**config.mk**
```make
export PLATFORM = sky130hd
export DESIGN_NAME = shared_divider_scheduler
export DESIGN_NICKNAME = d
export VERILOG_FILES = /design/src/rtl/shared_divider_scheduler.sv
export SDC_FILE = /design/constraint.sdc
export NUM_CORES = 1
export LEC_CHECK = 0
export ABC_AREA = 1
export CELL_PAD_IN_SITES_DETAIL_PLACEMENT = 1
export CELL_PAD_IN_SITES_GLOBAL_PLACEMENT = 2
export CORE_ASPECT_RATIO = 1.2
export CORE_UTILIZATION = 28
export CTS_BUF_LIST = sky130_fd_sc_hd__clkbuf_16
export DETAILED_ROUTE_END_ITERATION = 7
export PLACE_DENSITY_LB_ADDON = 0.1
export SYNTH_ARGS = -nofsm -noshare
export SYNTH_HDL_FRONTEND = slang
export SYNTH_SLANG_ARGS = --single-unit
```
**constraint.sdc**
```tcl
create_clock -name clock -period 18.7 [get_ports clock]
set_input_delay 3.74 -clock clock [delete_from_list [all_inputs] [get_ports clock]]
set_output_delay 3.74 -clock clock [all_outputs]
set_load 0.03 [all_outputs]
```
**src/rtl/shared_divider_scheduler.sv**
```systemverilog
// -----------------------------------------------------------------------------
// shared_divider_scheduler
//
// One iterative radix-2 restoring unsigned divider shared by N_REQ requesters.
// A round-robin arbiter picks one request per idle cycle. The operands are
// latched, and the divider produces quotient and remainder after DATA_WIDTH
// iterations. The result is broadcast, and a one-cycle one-hot result_valid
// pulse is sent to the requester that was served.
//
// Parameters
//   N_REQ       number of requesters (2..16)
//   DATA_WIDTH  operand/result width (4..64)
//
// Ports
//   clock         system clock
//   reset         asynchronous active-high reset
//   req_valid     per-requester request
//   req_ready     one-hot grant, combinational in IDLE only
//   req_dividend  flattened operands, slice i = [i*DATA_WIDTH +: DATA_WIDTH]
//   req_divisor   flattened operands, same slicing
//   result_valid  one-hot single-cycle pulse to the served requester
//   quotient      broadcast quotient, held until the next result
//   remainder     broadcast remainder, held until the next result
//   div_by_zero   high when the current result came from a zero divisor
//   busy          high while an operation is in RUN or DONE
//
// Optional build macro: SHARED_DIV_PERF_EN
//   Adds busy_cycles (saturating count of cycles occupied by operations,
//   including the accept cycle) and grant_count (16-bit wrapping per-requester
//   accept counters).
// -----------------------------------------------------------------------------
module shared_divider_scheduler #(
    parameter int N_REQ      = 4,
    parameter int DATA_WIDTH = 32
) (
    input  logic                        clock,
    input  logic                        reset,
    input  logic [N_REQ-1:0]            req_valid,
    output logic [N_REQ-1:0]            req_ready,
    input  logic [N_REQ*DATA_WIDTH-1:0] req_dividend,
    input  logic [N_REQ*DATA_WIDTH-1:0] req_divisor,
    output logic [N_REQ-1:0]            result_valid,
    output logic [DATA_WIDTH-1:0]       quotient,
    output logic [DATA_WIDTH-1:0]       remainder,
    output logic                        div_by_zero,
    output logic                        busy
`ifdef SHARED_DIV_PERF_EN
    ,
    output logic [31:0]                 busy_cycles,
    output logic [N_REQ*16-1:0]         grant_count
`endif
);

    localparam int CNT_WIDTH = $clog2(DATA_WIDTH);
    localparam int IDX_W     = (N_REQ > 1) ? $clog2(N_REQ) : 1;
    localparam logic [N_REQ-1:0] ONE_HOT_BASE = N_REQ'(1);

    typedef enum logic [1:0] {
        IDLE = 2'd0,
        RUN  = 2'd1,
        DONE = 2'd2
    } state_t;

    // ---------------------------------------------------------------- state
    state_t                  state_reg,        state_next;
    logic [IDX_W-1:0]        last_reg,         last_next;
    logic [IDX_W-1:0]        grant_reg,        grant_next;
    logic [DATA_WIDTH-1:0]   work_reg,         work_next;     // dividend in, quotient out
    logic [DATA_WIDTH-1:0]   divisor_reg,      divisor_next;
    logic [DATA_WIDTH-1:0]   rem_reg,          rem_next;      // partial remainder
    logic [CNT_WIDTH-1:0]    cnt_reg,          cnt_next;
    logic [DATA_WIDTH-1:0]   quotient_reg,     quotient_next;
    logic [DATA_WIDTH-1:0]   remainder_reg,    remainder_next;
    logic                    dbz_reg,          dbz_next;
    logic [N_REQ-1:0]        result_valid_reg, result_valid_next;

    // ------------------------------------------------------ operand slicing
    logic [DATA_WIDTH-1:0] dividend_arr [N_REQ];
    logic [DATA_WIDTH-1:0] divisor_arr  [N_REQ];

    genvar gi;
    generate
        for (gi = 0; gi < N_REQ; gi++) begin : g_slice
            assign dividend_arr[gi] = req_dividend[gi*DATA_WIDTH +: DATA_WIDTH];
            assign divisor_arr[gi]  = req_divisor[gi*DATA_WIDTH +: DATA_WIDTH];
        end
    endgenerate

    // ------------------------------------------------------------- arbiter
    // Search starts one past the last served requester and wraps, so every
    // waiting requester is reached within N_REQ-1 grants.
    logic             arb_found;
    logic [IDX_W-1:0] arb_idx;
    int               cand;

    always_comb begin
        arb_found = 1'b0;
        arb_idx   = '0;
        cand      = 0;
        for (int k = 1; k <= N_REQ; k++) begin
            cand = (int'(last_reg) + k) % N_REQ;
            if (!arb_found && req_valid[IDX_W'(cand)]) begin
                arb_found = 1'b1;
                arb_idx   = IDX_W'(cand);
            end
        end
    end

    // Gated by reset so no grant is offered while the block is held in reset.
    always_comb begin
        req_ready = '0;
        if (state_reg == IDLE && !reset && arb_found) begin
            req_ready = ONE_HOT_BASE << arb_idx;
        end
    end

    logic transfer;
    assign transfer = |(req_valid & req_ready);

    logic [DATA_WIDTH-1:0] sel_dividend;
    logic [DATA_WIDTH-1:0] sel_divisor;
    assign sel_dividend = dividend_arr[arb_idx];
    assign sel_divisor  = divisor_arr[arb_idx];

    // ----------------------------------------------- restoring divide step
    // The trial subtract carries one extra bit so that a shifted remainder
    // with its top bit set still compares correctly against a full-scale
    // divisor; the MSB of trial is the borrow.
    logic [DATA_WIDTH:0]   shifted;
    logic [DATA_WIDTH+1:0] trial;
    logic                  no_borrow;
    logic [DATA_WIDTH-1:0] step_rem;
    logic [DATA_WIDTH-1:0] step_work;

    assign shifted   = {rem_reg, work_reg[DATA_WIDTH-1]};
    assign trial     = {1'b0, shifted} - {2'b00, divisor_reg};
    assign no_borrow = ~trial[DATA_WIDTH+1];
    // Whichever value is kept is below the divisor, so it fits DATA_WIDTH bits.
    assign step_rem  = DATA_WIDTH'(no_borrow ? trial[DATA_WIDTH:0] : shifted);
    assign step_work = {work_reg[DATA_WIDTH-2:0], no_borrow};

    // ------------------------------------------------- next-state / outputs
    always_comb begin
        state_next        = state_reg;
        last_next         = last_reg;
        grant_next        = grant_reg;
        work_next         = work_reg;
        divisor_next      = divisor_reg;
        rem_next          = rem_reg;
        cnt_next          = cnt_reg;
        quotient_next     = quotient_reg;
        remainder_next    = remainder_reg;
        dbz_next          = dbz_reg;
        result_valid_next = '0;

        unique case (state_reg)
            IDLE: begin
                if (transfer) begin
                    last_next  = arb_idx;
                    grant_next = arb_idx;
                    if (sel_divisor == '0) begin
                        // No iterations: the zero-divisor result is known now.
                        state_next        = DONE;
                        quotient_next     = '1;
                        remainder_next    = sel_dividend;
                        dbz_next          = 1'b1;
                        result_valid_next = ONE_HOT_BASE << arb_idx;
                    end else begin
                        state_next   = RUN;
                        work_next    = sel_dividend;
                        divisor_next = sel_divisor;
                        rem_next     = '0;
                        cnt_next     = CNT_WIDTH'(DATA_WIDTH - 1);
                    end
                end
            end

            RUN: begin
                work_next = step_work;
                rem_next  = step_rem;
                cnt_next  = cnt_reg - 1'b1;
                if (cnt_reg == '0) begin
                    // Final iteration: publish straight into the held outputs.
                    state_next        = DONE;
                    quotient_next     = step_work;
                    remainder_next    = step_rem;
                    dbz_next          = 1'b0;
                    result_valid_next = ONE_HOT_BASE << grant_reg;
                end
            end

            DONE: begin
                state_next = IDLE;
            end

            default: begin
                state_next = IDLE;
            end
        endcase
    end

    // ------------------------------------------------------ state register
    always_ff @(posedge clock or posedge reset) begin
        if (reset) begin
            state_reg        <= IDLE;
            last_reg         <= IDX_W'(N_REQ - 1);
            grant_reg        <= '0;
            work_reg         <= '0;
            divisor_reg      <= '0;
            rem_reg          <= '0;
            cnt_reg          <= '0;
            quotient_reg     <= '0;
            remainder_reg    <= '0;
            dbz_reg          <= 1'b0;
            result_valid_reg <= '0;
        end else begin
            state_reg        <= state_next;
            last_reg         <= last_next;
            grant_reg        <= grant_next;
            work_reg         <= work_next;
            divisor_reg      <= divisor_next;
            rem_reg          <= rem_next;
            cnt_reg          <= cnt_next;
            quotient_reg     <= quotient_next;
            remainder_reg    <= remainder_next;
            dbz_reg          <= dbz_next;
            result_valid_reg <= result_valid_next;
        end
    end

    assign result_valid = result_valid_reg;
    assign quotient     = quotient_reg;
    assign remainder    = remainder_reg;
    assign div_by_zero  = dbz_reg;
    assign busy         = (state_reg != IDLE);

`ifdef SHARED_DIV_PERF_EN
    // ------------------------------------------------ performance counters
    // An operation occupies its accept cycle plus every RUN/DONE cycle.
    logic [31:0] busy_cycles_reg;

    always_ff @(posedge clock or posedge reset) begin
        if (reset) begin
            busy_cycles_reg <= '0;
        end else if ((busy || transfer) && (busy_cycles_reg != '1)) begin
            busy_cycles_reg <= busy_cycles_reg + 32'd1;
        end
    end

    assign busy_cycles = busy_cycles_reg;

    generate
        for (gi = 0; gi < N_REQ; gi++) begin : g_grant_count
            logic [15:0] grant_count_reg;

            always_ff @(posedge clock or posedge reset) begin
                if (reset) begin
                    grant_count_reg <= '0;
                end else if (transfer && (arb_idx == IDX_W'(gi))) begin
                    grant_count_reg <= grant_count_reg + 16'd1;
                end
            end

            assign grant_count[gi*16 +: 16] = grant_count_reg;
        end
    endgenerate
`endif

endmodule

```
[After elaboration in Yosys (flattened, before gate mapping)]
Index checks and enable logic that the tools add are counted.
Operators by class
  add/subtract/negate cells: 6
  $mul: 0
  divide/modulo/power cells: 0
  $lt $le $gt $ge: 5
  eq/ne operators: 5
  shift-type cells: 2
  multiplexer cells: 57
  bitwise gates (word level): 4
  reductions and logical operators: 20
Operators with widths (number)
  $mux 32: 15
  $pmux 32 s2: 4
  $bmux 32 s2: 2
  $sub 33x32->34: 1
  $logic_not 32->1: 1
  $lt 2x4->1 const B: 4
  $mux 4: 4
  $mux 1: 15
  $mux 2: 7
  $mux 5: 2
  $pmux 5 s2: 1
  $bmux 1 s2: 4
  $pmux 4 s2: 1
  $shl 1x2->4 const A: 2
  $ne 2x2->1 const B: 3
  $reduce_and 3->1: 2
  $logic_and 1x1->1: 5
  $logic_not 5->1: 1
  $sub 5x1->5 const B: 1
  $add 2x1->2 const B: 2
  $add 2x2->2 const B: 2
  $and 4x4->4: 1
  $logic_not 1->1: 4
  $pmux 2 s2: 1
  11 further kinds: 14
Storage, ports and cells
  register bits: 176
  latch bits: 0
  bits in writable memories: 0
  memory bits (read-only): 0
  output and inout bits: 74
  memories kept: 0

[Logic depth before layout (Yosys ltp)]
  depth in word-level cells: 22
  depth in mapped cells: 27
  gate-level depth less buffers: 23

[Least setup slack after synthesis]
Ideal clock, no wire load.
  kind: input-to-output
  from: input port reset
  to: output port req_ready[0]
  arrival: 9.249 ns
  slack: 5.711 ns
  cell stages on the path: 3
  path through: inv_1 nand3_1 nor3_1
On the way
  cells in the longest elaborated chain, start to end: 4
RTL lines
  start: declaration: line 37  | input logic reset,
  $logic_not 1->1 (no source line)
  $logic_and 1x1->1 (2 in a row): line 112  | if (state_reg == IDLE && !reset && arb_found) begin
  $mux 4: line 112
  end: declaration: line 39  | output logic [N_REQ-1:0] req_ready,
Every way passes these cells.

[Worst setup path after layout]
  from: input port req_valid[0]
  to: output port req_ready[2]
On the way
  cells in the longest elaborated chain, start to end: 15
  elaborated cells between the ends (all ways): 29
  those cells by class: shift: 1; mux: 21; reduce/logical: 7
RTL lines
  start: declaration: line 38  | input logic [N_REQ-1:0] req_valid,
  $bmux 1 s2: line 102  | if (!arb_found && req_valid[IDX_W'(cand)]) begin
  $mux 1 (implied by the code) (2 in a row): line 102
  $mux 1: line 102
  $logic_not 1->1: line 102
  $logic_and 1x1->1: line 102
  $mux 1: line 102
  $logic_not 1->1: line 102
  $logic_and 1x1->1: line 102
  $mux 1: line 102
  $logic_not 1->1: line 102
  $logic_and 1x1->1: line 102
  $mux 2 / $mux 1 (equally long branches): line 102
  $shl 1x2->4 / $logic_and 1x1->1 (equally long branches): line 113, 112
  $mux 4 (*): line 112
Mark *: on every way between the ends. The rest lies on a longest branch, timed or not. The select of a mux whose other input is x is not followed.

==> impl_metrics.xml <==
<?xml version="1.0" encoding="UTF-8"?>
<metrics>
  <group name="yosys">
    <metric name="synth.cell_area" unit="sq mm">0.0117</metric>
    <metric name="post_synth.cell_area_avg" unit="sq um">6.81</metric>
    <metric name="post_synthesis_sequential_element_count" unit="">176</metric>
    <metric name="syn_nets" unit="">2016</metric>
    <metric name="synth_top_cell_area_share" unit="%">37.2</metric>
    <metric name="synthDominantAreaCellType" unit="">sky130_fd_sc_hd__dfrtp_1</metric>
    <metric name="netlist-cell-type-count" unit="">38</metric>
    <metric name="synth-edff-count" unit="">0</metric>
    <metric name="async_set_or_reset_flop_fraction_in_the_synthesized_netlist" unit="%">100</metric>
    <metric name="synth-seq-area-share" unit="%">37.6</metric>
    <metric name="synth_cells" unit="">1720</metric>
    <metric name="dominantRegCellSynth" unit="">sky130_fd_sc_hd__dfrtp_1</metric>
    <metric name="ranking_of_synthesized_cells_by_area" unit="">sky130_fd_sc_hd__dfrtp_1, sky130_fd_sc_hd__nand2_1, sky130_fd_sc_hd__nand3_1</metric>
    <metric name="ys_warn_count" unit="">0</metric>
  </group>
  <group name="cts">
    <metric name="cts_tree" unit="">yes</metric>
    <metric name="number_of_sinks_on_the_clock_net" unit="">176</metric>
    <metric name="post_cts.repair.setup_buffers" unit="">0</metric>
    <metric name="post_cts_resize_count" unit="">0</metric>
    <metric name="clkSlewWorstSetupHoldPaths" unit="ns">0.07</metric>
    <metric name="numCtsBuffers" unit="">17</metric>
    <metric name="cts_hold_repair.buffers" unit="">0</metric>
    <metric name="clock_tree.buffer_depth" unit="">2</metric>
    <metric name="worstSkewPairLatency" unit="ns">0.45</metric>
    <metric name="cts_root_buffer" unit="">sky130_fd_sc_hd__clkbuf_16</metric>
    <metric name="clock_tree.htree_level_count" unit="">4</metric>
  </group>
  <group name="die">
    <metric name="standard_cell_row_count" unit="">81</metric>
    <metric name="io_pins" unit="">336</metric>
    <metric name="core_area" unit="sq mm">0.0410</metric>
    <metric name="die_wd" unit="um">189</metric>
    <metric name="fp.dieArea" unit="sq mm">0.0427</metric>
    <metric name="die_h" unit="um">226</metric>
    <metric name="floorplan.initialDensity" unit="%">28.5</metric>
  </group>
  <group name="routing">
    <metric name="wirelength" unit="um">46100</metric>
    <metric name="detailedRoute.firstPassIterationCount" unit="">5</metric>
    <metric name="detailroute.via_count" unit="">12420</metric>
    <metric name="routed_via_density" unit="">4.87</metric>
    <metric name="drt.antenna.violating_nets" unit="">0</metric>
    <metric name="routedWlPerCell" unit="um">18.1</metric>
    <metric name="first_iter_violations" unit="">535</metric>
    <metric name="drc_errors" unit="">0</metric>
  </group>
  <group name="run">
    <metric name="max_cap_viol_count" unit="">0</metric>
  </group>
  <group name="place">
    <metric name="gp_congestion" unit="">0.896</metric>
    <metric name="i_o_buffers" unit="">335</metric>
    <metric name="dp_hpwl" unit="um">35200</metric>
  </group>
  <group name="sta">
    <metric name="worst_slew_margin_rel" unit="%">40.8</metric>
    <metric name="tightest_slew" unit="ns">0.887</metric>
    <metric name="fmaxAchievable" unit="MHz">97.8</metric>
    <metric name="final_min_period_over_clock_period" unit="%">54.7</metric>
    <metric name="final_hold_vio_count" unit="">0</metric>
    <metric name="timing_max_transition_violations_final" unit="">0</metric>
    <metric name="layout_min_cycle_time" unit="ns">10.22</metric>
    <metric name="rsz_0062_raised_after_global_routing" unit="">no</metric>
    <metric name="report.final.setup_viol" unit="">0</metric>
    <metric name="setup_tns" unit="ns">0</metric>
    <metric name="finalClockSkew" unit="ns">0.00930</metric>
  </group>
  <group name="grt">
    <metric name="grt-ovfl-total" unit="">0</metric>
    <metric name="grt_antenna_before_repair" unit="">0</metric>
    <metric name="grt_pass1_wl" unit="um">72300</metric>
    <metric name="globalRouteTotalUtil" unit="%">21.8</metric>
    <metric name="via_count_of_the_first_global_routing_pass" unit="">13110</metric>
    <metric name="grt_start_max_net_pins" unit="">70</metric>
  </group>
  <group name="setup_path">
    <metric name="worstPathMaxFanout" unit="">56</metric>
    <metric name="criticalPathCategory" unit="">in -&gt; out</metric>
    <metric name="cp-start-kind" unit="">input pin</metric>
    <metric name="worstPathRequired" unit="ns">14.96</metric>
    <metric name="element_type_at_the_critical_path_end" unit="">primary output</metric>
    <metric name="arrival" unit="ns">6.48</metric>
  </group>
  <group name="finish">
    <metric name="nets" unit="">2296</metric>
    <metric name="areaGrowthSynthToFinish" unit="%">36.8</metric>
    <metric name="insertedDiodeCount" unit="">0</metric>
    <metric name="share_of_layout_cells_above_drive_strength_1" unit="%">3.92</metric>
  </group>
  <group name="hold_path">
    <metric name="hold_class" unit="">reg -&gt; reg</metric>
  </group>
  <group name="run_status">
    <metric name="outcome" unit="">finished clean</metric>
  </group>
</metrics>
[logic make-up (layout without fill, tap and decap cells)]
| family | count (synthesis) | count (layout) | synth area share [%] |
|---|---|---|---|
| XOR/XNOR | 25 | 25 | 1.87 |
| AO/OA/AOI/OAI | 245 | 245 | 12.9 |
| AND/OR/NAND/NOR | 1025 | 1025 | 35.8 |
| buffers and inverters | 215 | 508 | 8.09 |
| flip-flops | 176 | 176 | 37.6 |
| adder cells (fa/ha/maj) | 34 | 34 | 3.69 |
[final timing paths]
| check | startpoint | endpoint | slack (ns) | cells past startpoint |
|---|---|---|---|---|
| setup / recovery | req_valid[0] | req_ready[2] | 8.48 | 12 |
| hold / removal | quotient[29]$_DFFE_PP0P_ | quotient[29]$_DFFE_PP0P_ | 0.47 | 2 |
| setup reg to reg | last_reg[0]$_DFFE_PP1P_ | remainder[9]$_DFFE_PP0P_ | 13.49 | 24 |
| hold reg to reg | quotient[29]$_DFFE_PP0P_ | quotient[29]$_DFFE_PP0P_ | 0.47 | 2 |
| max in group asynchronous | reset | rem_reg[15]$_DFFE_PP0P_ | 13.68 | 3 |
| min in group asynchronous | reset | quotient[21]$_DFFE_PP0P_ | 3.71 | 2 |
[cells in the final DEF (no fill, tap or decap), types with 4 or more instances in the layout]
cell type	n
sky130_fd_sc_hd__clkbuf_16	17
sky130_fd_sc_hd__nand2_1	694
sky130_fd_sc_hd__a22oi_1	89
sky130_fd_sc_hd__nor2_1	94
sky130_fd_sc_hd__xor2_1	20
sky130_fd_sc_hd__nand4_1	6
sky130_fd_sc_hd__nor3_1	7
sky130_fd_sc_hd__inv_2	7
sky130_fd_sc_hd__buf_4	19
sky130_fd_sc_hd__o21ai_0	90
sky130_fd_sc_hd__xnor2_1	5
sky130_fd_sc_hd__a31oi_1	7
sky130_fd_sc_hd__a21o_1	4
sky130_fd_sc_hd__clkdlybuf4s50_1	335
sky130_fd_sc_hd__o21bai_1	6
sky130_fd_sc_hd__nand3_1	202
sky130_fd_sc_hd__inv_1	113
sky130_fd_sc_hd__inv_6	6
sky130_fd_sc_hd__a21oi_1	37
sky130_fd_sc_hd__ha_1	33
sky130_fd_sc_hd__dfrtp_1	174
[critical path: stages]
cell and delay, ns:
sky130_fd_sc_hd__clkdlybuf4s50_1 0.45, sky130_fd_sc_hd__nand2_1 0.09, sky130_fd_sc_hd__nand2_1 0.07, sky130_fd_sc_hd__nand2_1 0.13, sky130_fd_sc_hd__nand2_2 0.09, sky130_fd_sc_hd__nor2_2 0.13
sky130_fd_sc_hd__nand3_2 0.14, sky130_fd_sc_hd__nand3_4 0.16, sky130_fd_sc_hd__buf_4 0.49, sky130_fd_sc_hd__nand2_1 0.17, sky130_fd_sc_hd__nor2_1 0.13, sky130_fd_sc_hd__clkdlybuf4s50_1 0.69
[area by class of cell]
type | instances | area, sq um
Clock inverter | 15 | 158
Sequential cell | 176 | 4410
Clock buffer | 17 | 425
Inverter | 122 | 465
Fill cell | 5160 | 25000
Multi-Input combinational cell | 1329 | 6400
Tap cell | 539 | 674
Timing Repair Buffer | 354 | 3500
[metal layers]
layer	routed length [um]	up-vias	track usage (%)	part of all wire [%]
met3	1800	35	3.11	3.9
met1	21000	5925	28.3	46
met2	22500	286	37.6	49
met4	762	0	5.62	1.7
li1	-	6174	-	-
met5	0	-	0	0
[synth_stat cells, drive strengths merged (6+ instances only)]
cell,count
a21oi,37
a22oi,89
a31oi,7
buf,63
clkbuf,30
dfrtp,174
ha,33
inv,122
nand2,698
nand3,206
nand4,6
nor2,100
nor3,7
o21ai,91
o21bai,6
xor2,20
[stage by stage]
stage	util (%)	instance area, sq um	hold WS, ns	setup WS, ns	std cells
2_1_floorplan	-	11700	0.442	5.71	1720
3_3_place_gp	37.6	15400	0.453	8.55	2520
3_5_place_dp	37.6	15400	0.457	8.44	2520
4_1_cts	39.0	16000	0.475	8.42	2552
5_1_grt	39.0	16000	0.491	8.27	2552
6_report	39.0	16000	0.468	8.48	2552
Power is not shown: default switching activity piles up to over one toggle a cycle in this logic, so the estimate is an artifact.
